$ cat config.mk
export PLATFORM = sky130hd
export DESIGN_NAME = vga_timing_gen
export DESIGN_NICKNAME = d
export VERILOG_FILES = /design/src/rtl/vga_timing_gen.sv
export SDC_FILE = /design/constraint.sdc
export NUM_CORES = 1
export LEC_CHECK = 0
export ABC_AREA = 0
export CORE_AREA = 2 2 88 48
export DETAILED_ROUTE_END_ITERATION = 7
export DIE_AREA = 0 0 90 50
export GPL_ROUTABILITY_DRIVEN = 0
export GPL_TIMING_DRIVEN = 0
export PLACE_DENSITY = 0.73
export RECOVER_POWER = 100
export SYNTH_ARGS = -nofsm -noshare
export SYNTH_HDL_FRONTEND = slang
export SYNTH_SLANG_ARGS = --single-unit
$ cat constraint.sdc
create_clock -name clk -period 1.85 [get_ports clk]
set_input_delay 0.185 -clock clk [delete_from_list [all_inputs] [get_ports clk]]
set_output_delay 0.185 -clock clk [all_outputs]
set_load 0.03 [all_outputs]
$ cat src/rtl/vga_timing_gen.sv
// VGA raster timing generator: free-running pixel/line counters plus registered,
// blank-masked RGB, sync pins, an active flag and a once-per-frame blanking tick.
module vga_timing_gen #(
  parameter int   H_VISIBLE   = 640,
  parameter int   H_FRONT     = 16,
  parameter int   H_SYNC      = 96,
  parameter int   H_BACK      = 48,
  parameter int   V_VISIBLE   = 480,
  parameter int   V_FRONT     = 10,
  parameter int   V_SYNC      = 2,
  parameter int   V_BACK      = 33,
  parameter logic SYNC_ACTIVE = 1'b0
) (
  input  logic       clk,
  input  logic       rst_n,
  output logic [9:0] h_counter,
  output logic [9:0] v_counter,
  input  logic [2:0] color_r_in,
  input  logic [2:0] color_g_in,
  input  logic [2:0] color_b_in,
  output logic [2:0] vga_r,
  output logic [2:0] vga_g,
  output logic [2:0] vga_b,
  output logic       vga_hsync,
  output logic       vga_vsync,
  output logic       active,
  output logic       frame_tick
);

  localparam int H_TOTAL    = H_VISIBLE + H_FRONT + H_SYNC + H_BACK;
  localparam int V_TOTAL    = V_VISIBLE + V_FRONT + V_SYNC + V_BACK;
  localparam int HS_START   = H_VISIBLE + H_FRONT;
  localparam int HS_END     = H_VISIBLE + H_FRONT + H_SYNC;
  localparam int VS_START   = V_VISIBLE + V_FRONT;
  localparam int VS_END     = V_VISIBLE + V_FRONT + V_SYNC;
  localparam logic [9:0] H_MAX = 10'(H_TOTAL - 1);
  localparam logic [9:0] V_MAX = 10'(V_TOTAL - 1);

  if (H_TOTAL > 1024 || V_TOTAL > 1024) begin : g_size_check
    $error("vga_timing_gen: H_TOTAL and V_TOTAL must both be <= 1024");
  end

  logic [9:0] hCount_q, hCount_d;
  logic [9:0] vCount_q, vCount_d;
  logic [2:0] red_q, red_d, green_q, green_d, blue_q, blue_d;
  logic       hsync_q, hsync_d, vsync_q, vsync_d;
  logic       active_q, active_d, tick_q, tick_d;
  logic       hWrap, vWrap, visible, hsyncOn, vsyncOn;
  int         hPos, vPos;

  always_comb begin
    hPos     = int'(hCount_q);
    vPos     = int'(vCount_q);
    hWrap    = (hCount_q == H_MAX);
    vWrap    = (vCount_q == V_MAX);
    hCount_d = hWrap ? 10'd0 : hCount_q + 10'd1;
    vCount_d = vCount_q;
    if (hWrap) begin
      vCount_d = vWrap ? 10'd0 : vCount_q + 10'd1;
    end
  end

  // Outputs describe the pixel at the current counters and land one edge later,
  // so colour, sync and active stay mutually aligned at the connector.
  always_comb begin
    visible  = (hPos < H_VISIBLE) && (vPos < V_VISIBLE);
    hsyncOn  = (hPos >= HS_START) && (hPos < HS_END);
    vsyncOn  = (vPos >= VS_START) && (vPos < VS_END);
    red_d    = visible ? color_r_in : 3'd0;
    green_d  = visible ? color_g_in : 3'd0;
    blue_d   = visible ? color_b_in : 3'd0;
    hsync_d  = hsyncOn ? SYNC_ACTIVE : ~SYNC_ACTIVE;
    vsync_d  = vsyncOn ? SYNC_ACTIVE : ~SYNC_ACTIVE;
    active_d = visible;
    tick_d   = hWrap && (vPos == V_VISIBLE - 1);
  end

  always_ff @(posedge clk or negedge rst_n) begin
    if (!rst_n) begin
      hCount_q <= 10'd0;
      vCount_q <= 10'd0;
      red_q    <= 3'd0;
      green_q  <= 3'd0;
      blue_q   <= 3'd0;
      hsync_q  <= ~SYNC_ACTIVE;
      vsync_q  <= ~SYNC_ACTIVE;
      active_q <= 1'b0;
      tick_q   <= 1'b0;
    end else begin
      hCount_q <= hCount_d;
      vCount_q <= vCount_d;
      red_q    <= red_d;
      green_q  <= green_d;
      blue_q   <= blue_d;
      hsync_q  <= hsync_d;
      vsync_q  <= vsync_d;
      active_q <= active_d;
      tick_q   <= tick_d;
    end
  end

  assign h_counter  = hCount_q;
  assign v_counter  = vCount_q;
  assign vga_r      = red_q;
  assign vga_g      = green_q;
  assign vga_b      = blue_q;
  assign vga_hsync  = hsync_q;
  assign vga_vsync  = vsync_q;
  assign active     = active_q;
  assign frame_tick = tick_q;

endmodule

==> reports/qor.yml, run 1 <==
number_of_global_route_vias_before_repair: 1222
synth_largest_area_cell: "dfrtp_1"
floorplan.die.width_um: 90
netlist-cell-type-count: 34
critical_path.max_stage_delay_ns: 0.40
fillers: 310
number_of_buffers_created_by_cts: 5
netlist_area_mm2: 0.00149
critical_path_cell_by_cell: "buf_4, or3b_4, nor4_4, nand3_1, xnor2_1"
final_cycle_utilization_of_the_critical_path_pct: 95.7
critPathKind: "flop to flop"
route.detailed.drc: 0
first_iter_violations: 134
net-switching-power_mw: 0.314
grt_pass1_wl_mm: 6.15
area.growth.synth_to_final_pct: 43.6
drive_above_1_share_pct: 15.3
final_max_slew_viol_count: 0
netSwitchingFraction_pct: 22.2
most_common_library_cell_in_the_layout_ignoring_fill_and_taps: "dlygate4sd3_1"
period_minus_slack_ns: 1.77
antenna_left: 0
via_count: 1207
num_antenna_cells: 0
irDropWorstVdd_mv: 0.265
post_synth_inst_count: 137
wl_per_cell_um: 15.3
detail_route.wirelength_mm: 3.72
ctsHtreeMaxLevel: 2
grtUsageTotal_pct: 17.9
critical_path.max_fanout: 9
share_seq_of_total_power_pct: 51.8
vias_per_cell: 4.97
area_enclosed_by_the_die_boundary_mm2: 0.00450
syn_avg_cell_area_um2: 10.8
run_status: "complete, no violations"
worst_path_max_delay_cell: "dfrtp_2"
timing.clock.skew_ns: 0.00318
achievable-frequency_mhz: 565
start_util_pct: 39.9
postSynthNetCount: 152
row_count: 16
placed_area_mm2: 0.00199
io_pins: 44
cts.path.max_buffers: 2
share_clk_of_total_power_pct: 42.6
ys_ff_latch: 33
path_clk_slew_ns: 0.07
mostFrequentLayoutCells: "dlygate4sd3_1, dfrtp_1, clkdlybuf4s50_1, nand3_1"
clkLatencyLatePin_ns: 0.29
fin_area_mm2: 0.00213
worst-endpoint-arrival_ns: 1.94
start_kind: "flop"
final_core_util_pct: 57.3
die_height_um: 50
core-area_mm2: 0.00372
grt_remaining_overflow: 0
ys_warn_count: 0
cts.root.buffer_cell: "clkbuf_8"
antenna_found_initial: 0
clock_tree_from_tritoncts: "built"
cellLeakagePower_nw: 0.941
p_int_mw: 1.10
io_buffers: 43
synth.yosys.seq_area_share_pct: 55.7
final_nets: 203
worst-slew-pin-transition_ns: 0.804
timing.critical_path.to_type: "flop"
share_comb_of_total_power_pct: 5.6
cts.sink_count: 33
ys_top_cells_by_area: "dfrtp_1, and2_1, xor2_1, nand3_1, dfstp_2"
setup_viol: 0
min-delay-path-class: "primary input to flop"
required_ns: 2.02
yosys.area.top_type_share_pct: 52.2
dpl.hpwl_mm: 2.62
p_per_area_mw_per_mm2: 664
max-slew-margin-rel_pct: 46.4
grt_start_max_net_pins: 34
finalSetupTns_ns: 0
max-cap-violations: 0
drt-pass1-iter-count: 4
final_hold_viol_count: 0
fin_total_pwr_mw: 1.42
-- path summary, 6_finish.rpt --
kind                          startpoint  slack, ns            to  cells past startpoint
setup / recovery            h_counter[5]       0.08  v_counter[7]                      5
min in group asynchronous          rst_n       0.51  h_counter[1]                      2
max in group asynchronous          rst_n       0.77  h_counter[7]                      2
hold reg to reg             h_counter[0]       0.50  h_counter[0]                      1
hold / removal             color_r_in[0]       0.45      vga_r[0]                      2
setup reg to reg            h_counter[5]       0.08  v_counter[7]                      5
-- cell families after synthesis --
family	synth area share, %
AND/OR/NAND/NOR	25.2
flip-flops	55.7
XOR/XNOR	7.07
buffers and inverters	3.87
AO/OA/AOI/OAI	4.04
adder cells (fa/ha/maj)	3.37
multiplexers	0.758
-- area by class of cell --
type | instances | area, um^2 | area share, %
tap | 54 | 67.6 | 3.17
inverter | 5 | 18.8 | 0.879
clock buffer | 7 | 96.3 | 4.51
sequential | 33 | 833 | 39.0
multi-input combinational | 92 | 632 | 29.6
timing repair buffer | 46 | 450 | 21.1
buffer | 5 | 31.3 | 1.47
clock inverter | 1 | 5.00 | 0.234
-- worst max-delay path: cells and delay by family, from the launching register on --
| family | cells | cell delay, ns |
|---|---|---|
| XOR/XNOR | 1 | 0.16 |
| buffers and inverters | 1 | 0.16 |
| flip-flops | 1 | 0.40 |
| AND/OR/NAND/NOR | 3 | 0.93 |
-- synthesized netlist by cell type --
master / count
nor2_1: 7
buf_6: 1
and3_1: 3
o21a_1: 1
nor4_1: 3
dfstp_2: 2
inv_1: 5
nor3_1: 5
buf_4: 1
and4_1: 2
or4_4: 1
or3b_4: 1
nand3_1: 11
o31ai_1: 1
nor4b_1: 1
dfrtp_1: 31
and2_1: 11
ha_1: 4
clkbuf_1: 4
nand3b_1: 1
mux2_2: 1
a21oi_1: 2
xnor2_1: 5
nand2b_1: 1
nor2_2: 1
buf_2: 1
xor2_1: 7
o21ai_0: 2
nand4b_1: 1
nor3b_1: 1
nor2b_1: 2
a31oi_1: 4
nand4_1: 6
nand2_1: 7
-- metrics by stage --
stage	hold slack, ns	setup slack, ns	std cells
after global placement	0.485	-0.120	234
after global routing	0.462	-0.0171	243
after CTS	0.442	-0.0131	242
after detailed placement	0.282	-0.108	234
final	0.447	0.0800	243
after floorplan	-0.111	-0.0217	137
-- power by group through the flow --
stage	registers, mW	clock network [mW]	logic (mW)
after floorplan	0.769	0	0.00627
after global placement	0.747	0	0.0823
after detailed placement	0.748	0	0.0832
after CTS	0.734	0.613	0.0855
after global routing	0.735	0.637	0.0864
final	0.734	0.604	0.0797
-- state kept, by name, indices dropped and copies added (netlist names) --
register    cells
active          1
frame_tick      1
h_counter      10
v_counter      10
vga_b           3
vga_g           3
vga_hsync       1
vga_r           3
vga_vsync       1
-- routing by layer --
metal,vias to the layer above,wire [um],track usage (%)
li1,572,-,-
met1,595,1720,23.2
met2,33,1750,28.2
met3,7,182,4.28
met4,0,72,9.23
met5,-,0,0
-- timing repair --
item,in CTS,in global routing
pin swaps,0,2
hold buffers,1,0
endpoints found under the hold margin,31,0
resized for setup,4,3
buffers inserted,0,2
endpoints found under the setup margin,15,8
Note: power is estimated with default switching activity, not from simulation.
==> inputs of run 2 (changes only) <==
- ABC_AREA: 0 -> 1
- CORE_AREA: 2 2 88 48 -> 2 2 92 50
- DIE_AREA: 0 0 90 50 -> 0 0 94 52
- MAX_ROUTING_LAYER: default -> met4
- PLACE_DENSITY: 0.73 -> 0.72
- RECOVER_POWER: 100 -> default
==> run 2 against run 1 <==
  * Critical path depth fell by 4
  * Die area grew 8.6%
  * Area after synthesis is 12% higher
  * Register-to-register slack better by 0.32 ns
  * Synthesized cell count grew 45%
  * Wire length decreased by 2.3%
  * Via count up 15%
  * Final cell count is 27% higher
  * Combinational power grew 6.5%
  * Largest cell class unchanged
==> reports/qor.yml, run 2 <==
antenna_left: 0  # unchanged
start_kind: "flop"  # unchanged
route.detailed.drc: 0  # unchanged
vias_per_cell: 4.52  # was 4.97
placement.setup.worst_slack_ns: 0.410  # was -0.108 ns
synth.yosys.seq_area_share_pct: 49.7  # was 55.7%
drt-pass1-iter-count: 4  # unchanged
synth-simple-area-share_pct: 32.2  # was 25.2%
grt_pass1_wl_mm: 5.93  # was 6.15 mm
cp_top_family: "buffers and inverters"  # was simple AND/OR/NAND/NOR gates
max-cap-violations: 0  # unchanged
post_synth_inst_count: 199  # was 137
grt_start_max_net_pins: 34  # unchanged
finalSetupTns_ns: 0  # unchanged
path_clk_slew_ns: 0.06  # was 0.07 ns
worst_path_max_delay_cell: "clkdlybuf4s50_1"  # was dfrtp_2
final_nets: 265  # was 203
worst_setup_path_startpoint: "h_counter[7]"  # was h_counter[5]
synth_enable_flop_cells: 0  # unchanged
run_status: "complete, no violations"  # unchanged
critical_path.max_fanout: 7  # was 9
p_per_area_mw_per_mm2: 661  # was 664 mW/mm^2
io_buffers: 43  # unchanged
fillers: 406  # was 310
grt_remaining_overflow: 0  # unchanged
syn_avg_cell_area_um2: 8.38  # was 10.8 um^2
worst_r2r_startpoint: "h_counter[0]"  # was h_counter[5]
row_count: 17  # was 16
final_max_slew_viol_count: 0  # unchanged
worst-slew-pin-transition_ns: 0.755  # was 0.804 ns
irDropWorstVdd_mv: 0.326  # was 0.265 mV
rsz0062_at_grt: "no"
min-delay-path-class: "primary input to flop"  # unchanged
number_of_global_route_vias_before_repair: 1260  # was 1222
achievable-frequency_mhz: 582  # was 565 MHz
cts.path.max_buffers: 2  # unchanged
clock_tree_from_tritoncts: "built"  # unchanged
critical_path.max_stage_delay_ns: 0.73  # was 0.40 ns
critical_path.n_buffers_inverters: 1  # unchanged
synth.cells.most_frequent: "nand2_1, inv_1, dfrtp_1, nor2_1"  # was dfrtp_1, and2_1, nand3_1
postSynthNetCount: 214  # was 152
drive_above_1_share_pct: 12.4  # was 15.3%
timing.critical_path.to_type: "output pin"  # was flop
grtUsageTotal_pct: 16.7  # was 17.9%
io_pins: 44  # unchanged
synthAdderAreaFrac_pct: 3.00  # was 3.37%
netlist-cell-type-count: 23  # was 34
min-delay-start: "color_r_in[1]"  # was color_r_in[0]
setup_viol: 0  # unchanged
area.growth.synth_to_final_pct: 37.4  # was 43.6%
async_flop_share_pct: 100  # unchanged
mux_cell_area_share_after_synthesis_pct: 0  # was 0.758%
worst-endpoint-arrival_ns: 1.53  # was 1.94 ns
mostFrequentLayoutCells: "nand2_1, clkdlybuf4s50_1, inv_1, nor2_1, dfrtp_1"  # was dlygate4sd3_1, dfrtp_1, clkdlybuf4s50_1, nand3_1
dpl.hpwl_mm: 2.71  # was 2.62 mm
die_height_um: 52  # was 50 um
core-area_mm2: 0.00415  # was 0.00372 mm^2
placed_cells: 299  # was 234
ctsHtreeMaxLevel: 2  # unchanged
ys_top_cells_by_area: "dfrtp_1, nand2_1, inv_1, nor2_1, xor2_1"  # was dfrtp_1, and2_1, xor2_1, nand3_1, dfstp_2
detail_route.wirelength_mm: 3.64  # was 3.72 mm
synth_largest_area_cell: "dfrtp_1"  # unchanged
yosys.area_share.xor_xnor_pct: 4.20  # was 7.07%
ys_warn_count: 0  # unchanged
final_cycle_utilization_of_the_critical_path_pct: 92.8  # was 95.7%
floorplan.die.width_um: 94  # was 90 um
required_ns: 1.66  # was 2.02 ns
critical_path_cell_by_cell: "clkdlybuf4s50_1"  # was buf_4, or3b_4, nor4_4, nand3_1, xnor2_1
postLayoutSetupSlackWorst_ns: 0.133  # was 0.0800 ns
yosys.area.top_type_share_pct: 46.5  # was 52.2%
first_iter_violations: 60  # was 134
synth_top_flop_cell: "dfrtp_1"  # unchanged
synth_top_family_by_area: "simple AND/OR/NAND/NOR gates"  # unchanged
final_cell_count_no_fill: 308  # was 243
cts.root.buffer_cell: "clkbuf_8"  # unchanged
timing.clock.skew_ns: 0.00629  # was 0.00318 ns
start_util_pct: 40.2  # was 39.9%
netlist_area_mm2: 0.00167  # was 0.00149 mm^2
most_common_library_cell_in_the_layout_ignoring_fill_and_taps: "nand2_1"  # was dlygate4sd3_1
ys_ff_latch: 33  # unchanged
final_hold_viol_count: 0  # unchanged
synth_compound_gate_area_share_pct: 2.33  # was 4.04%
dominant_cell_by_count_in_the_synthesized_netlist: "nand2_1"  # was dfrtp_1
number_of_buffers_created_by_cts: 5  # unchanged
antenna_found_initial: 0  # unchanged
num_antenna_cells: 0  # unchanged
critPathKind: "flop to output pin"  # was flop to flop
clkLatencyLatePin_ns: 0.28  # was 0.29 ns
cellLeakagePower_nw: 1.19  # was 0.941 nW
max-slew-margin-rel_pct: 49.7  # was 46.4%
cts.sink_count: 33  # unchanged
cts_repair_resizes: 0  # was 4
period_minus_slack_ns: 1.72  # was 1.77 ns
wl_per_cell_um: 11.8  # was 15.3 um
area_enclosed_by_the_die_boundary_mm2: 0.00489  # was 0.00450 mm^2
via_count: 1393  # was 1207
-- run 2: cell types whose count changed in the layout (fill, tap and decap cells not counted), moves of 9 or more --
cell | previous run | this run
nand2_1 | 7 | 44
clkdlybuf4s50_1 | 12 | 42
dlygate4sd3_1 | 31 | 1
inv_1 | 5 | 35
nor2_1 | 7 | 31
nor2_2 | 0 | 9
-- run 2: metal layers --
layer | part of all wire (%) | track usage (%) | vias up
met2 | 38 | 22.0 | 56
met3 | 8.7 | 6.81 | 5
li1 | - | - | 704
met1 | 53 | 23.6 | 628
met5 | 0 | - | -
met4 | 0.66 | 3.86 | 0
-- run 2: timing repair --
| action | CTS | global route |
|---|---|---|
| endpoints found under the setup margin | 0 | 0 |
| buffers inserted | 0 | 0 |
| hold buffers | 1 | 0 |
| endpoints found under the hold margin | 31 | 0 |
-- run 2: where the power goes --
part | leakage [nW] | internal [mW] | switching (mW) | total, mW
Clock | 0.0585 | 0.439 | 0.256 | 0.695
Sequential | 0.414 | 0.732 | 0.00244 | 0.734
Combinational | 0.714 | 0.0391 | 0.0458 | 0.0849
-- run 2: worst register-to-register path: stages (launching register included) --
cell	delay, ns
dfrtp_1	0.42
ha_1	0.22
nand2_2	0.10
nor2_8	0.17
inv_2	0.09
nor2_8	0.15
nand2_1	0.07
nand2_1	0.07
nor2_1	0.04
-- run 2: path summary, 6_finish.rpt --
check                                     to  slack (ns)  depth (start not counted)
worst max register to register  v_counter[9]        0.40                          8
worst min-delay path                vga_r[1]        0.42                          3
worst min register to register  h_counter[2]        0.56                          1
max in group asynchronous           vga_b[2]        0.85                          2
min in group asynchronous           vga_g[2]        0.51                          2
worst max-delay path            h_counter[7]        0.13                          1
-- run 2: cells by family (layout without fill, tap and decap cells) --
| group | after synthesis | in the layout |
|---|---|---|
| XOR/XNOR | 8 | 8 |
| flip-flops | 33 | 33 |
| AO/OA/AOI/OAI | 7 | 7 |
| buffers and inverters | 38 | 90 |
| AND/OR/NAND/NOR | 109 | 109 |
| adder cells (fa/ha/maj) | 4 | 4 |
-- run 2: area by class of cell --
type,count,area (um^2),share of cell area (%)
buffer,1,5.00,0.218
clock buffer,7,86.3,3.77
clock inverter,1,30.0,1.31
inverter,37,139,6.06
multi-input combinational,128,696,30.4
sequential,33,828,36.2
tap,57,71.3,3.11
timing repair buffer,44,435,19.0
-- run 2: through the flow --
stage / utilization (%) / instance area [um^2] / total power [mW] / hold WS [ns]
2_1_floorplan: - / 1670 / 0.777 / -0.111
3_3_place_gp: 52.3 / 2170 / 0.832 / 0.549
3_5_place_dp: 52.2 / 2160 / 0.832 / 0.297
4_1_cts: 55.2 / 2290 / 1.53 / 0.417
5_1_grt: 55.2 / 2290 / 1.57 / 0.433
6_report: 55.2 / 2290 / 1.51 / 0.420
==> inputs of run 3 (changes only) <==
- CTS_BUF_LIST: default -> sky130_fd_sc_hd__clkbuf_4 sky130_fd_sc_hd__clkbuf_8 sky130_fd_sc_hd__clkbuf_16
- SKIP_LAST_GASP: default -> 1
==> run 3 against run 2 <==
  * Sequential power about the same
  * Die area unchanged
  * Sequential share of layout area down 0.059 points
  * Fmax about the same
  * Via count about the same
  * Clock power up 2%
  * First-iteration DRC count unchanged
  * Non-clock buffer count unchanged
  * Largest power group unchanged
  * Worst hold slack about the same
  * Core utilization up 0.091 points
  * Critical path type unchanged
  * Critical path depth unchanged
==> reports/qor.yml, run 3 (same netlist as run 2, synthesis figures left out) <==
run_status: "complete, no violations"  # unchanged
fillers: 404  # was 406
multiInputGateArea_um2: 696  # unchanged
final_max_slew_viol_count: 0  # unchanged
number_of_global_route_vias_before_repair: 1260  # unchanged
number_of_buffers_created_by_cts: 5  # unchanged
worst_path_max_delay_cell: "clkdlybuf4s50_1"  # unchanged
fin_area_mm2: 0.00229  # about the same
critical_path_depth: 1  # unchanged
grt_pass1_wl_mm: 5.93  # unchanged
achievable-frequency_mhz: 582  # about the same
drive_above_1_share_pct: 12.7  # was 12.4%
max-cap-violations: 0  # unchanged
route.detailed.drc: 0  # unchanged
grt_start_max_net_pins: 34  # unchanged
first_iter_violations: 60  # unchanged
ctsHtreeMaxLevel: 2  # unchanged
io_buffers: 43  # unchanged
cts_repair_resizes: 0  # unchanged
timing.clock.skew_ns: 0.00612  # was 0.00629 ns
max-slew-margin-rel_pct: 49.6  # was 49.7%
critical_path.n_buffers_inverters: 1  # unchanged
antenna_left: 0  # unchanged
placed_area_mm2: 0.00216  # unchanged
core-area_mm2: 0.00415  # unchanged
floorplan.die.width_um: 94  # unchanged
rsz0062_at_grt: "no"  # unchanged
via_count: 1394  # was 1393
io_pins: 44  # unchanged
vias_per_cell: 4.53  # was 4.52
wl_per_cell_um: 11.8  # unchanged
required_ns: 1.66  # about the same
dpl.hpwl_mm: 2.71  # unchanged
setup_viol: 0  # unchanged
critical_path.max_fanout: 7  # unchanged
rrSetupSlack_ns: 0.40  # about the same
grtUsageTotal_pct: 16.7  # unchanged
row_count: 17  # unchanged
postLayoutSetupSlackWorst_ns: 0.131  # was 0.133 ns
worst-slew-pin-transition_ns: 0.755  # about the same
cts.path.max_buffers: 2  # unchanged
irDropWorstVdd_mv: 0.326  # about the same
final_cycle_utilization_of_the_critical_path_pct: 92.9  # was 92.8%
hold_end: "vga_r[1]"  # unchanged
reg2reg_depth: 8  # unchanged
antenna_found_initial: 0  # unchanged
holdPathStages: 3  # unchanged
p_per_area_mw_per_mm2: 666  # was 661 mW/mm^2
final_nets: 265  # unchanged
start_util_pct: 40.2  # unchanged
timing.critical_path.to_type: "output pin"  # unchanged
area.growth.synth_to_final_pct: 37.6  # was 37.4%
area.sequential_um2: 828  # unchanged
critical_path_cell_by_cell: "clkdlybuf4s50_1"  # unchanged
detail_route.wirelength_mm: 3.64  # unchanged
mostFrequentLayoutCells: "nand2_1, clkdlybuf4s50_1, inv_1, nor2_1, dfrtp_1"  # unchanged
min-delay-start: "color_r_in[1]"  # unchanged
start_kind: "flop"  # unchanged
num_antenna_cells: 0  # unchanged
path_clk_slew_ns: 0.06  # about the same
critPathKind: "flop to output pin"  # unchanged
final_hold_viol_count: 0  # unchanged
min-delay-path-class: "primary input to flop"  # unchanged
period_minus_slack_ns: 1.72  # about the same
critical_path.max_stage_delay_ns: 0.73  # about the same
worst-endpoint-arrival_ns: 1.53  # about the same
cts.sink_count: 33  # unchanged
fin_total_pwr_mw: 1.53  # was 1.51 mW
most_common_library_cell_in_the_layout_ignoring_fill_and_taps: "nand2_1"  # unchanged
die_height_um: 52  # unchanged
clock_tree_from_tritoncts: "built"  # unchanged
placement.setup.worst_slack_ns: 0.410  # unchanged
cellLeakagePower_nw: 1.19  # about the same
area_enclosed_by_the_die_boundary_mm2: 0.00489  # unchanged
final_core_util_pct: 55.3  # was 55.2%
cts.root.buffer_cell: "clkbuf_8"  # unchanged
worst_r2r_startpoint: "h_counter[0]"  # unchanged
cp_top_family: "buffers and inverters"  # unchanged
regToRegEndpoint: "v_counter[9]"  # unchanged
grt_remaining_overflow: 0  # unchanged
drt-pass1-iter-count: 4  # unchanged
clkLatencyLatePin_ns: 0.28  # about the same
run 3: cell count changes in the layout (fill, tap and decap cells not counted):
cell and delta:
clkbuf_1 -1, clkbuf_4 +1
run 3: metrics by stage:
stage | hold WS [ns] | setup TNS [ns] | cells
2_1_floorplan | -0.111 | 0 | 199
4_1_cts | 0.417 | 0 | 308
3_3_place_gp | 0.549 | -3.72 | 299
6_report | 0.419 | 0 | 308
3_5_place_dp | 0.297 | 0 | 299
5_1_grt | 0.433 | 0 | 308
run 3: what timing repair did:
action / CTS / global route
setup buffers: 0 / 0
endpoints found under the hold margin: 31 / 0
hold buffers: 1 / 0
run 3: layout make-up:
cell class	instances	share of cell area [%]
Sequential cell	33	36.1
Multi-Input combinational cell	128	30.3
Buffer	1	0.218
Tap cell	57	3.11
Clock inverter	1	1.31
Inverter	37	6.05
Clock buffer	7	3.93
Timing Repair Buffer	44	19.0
run 3: worst max-delay path by stage:
stage            startpoint           end  slack [ns]
2_1_floorplan  h_counter[1]  v_counter[9]        0.31
3_5_place_dp   h_counter[0]  v_counter[9]        0.41
6_report       h_counter[7]  h_counter[7]        0.13
5_1_grt        h_counter[7]  h_counter[7]        0.08
3_3_place_gp          rst_n  h_counter[2]       -0.12
4_1_cts        h_counter[7]  h_counter[7]        0.12
run 3: power by group:
part	internal, mW	switching, mW	leakage, nW
Combinational	0.0391	0.0458	0.714
Clock	0.454	0.256	0.0619
Sequential	0.732	0.00244	0.414
run 3: layer usage:
layer	part of all wire (%)	vias to the layer above	global-route usage [%]
met4	0.66	0	3.86
met3	8.7	5	6.81
met1	53	629	23.6
met5	0	-	-
met2	37	56	22.0
li1	-	704	-
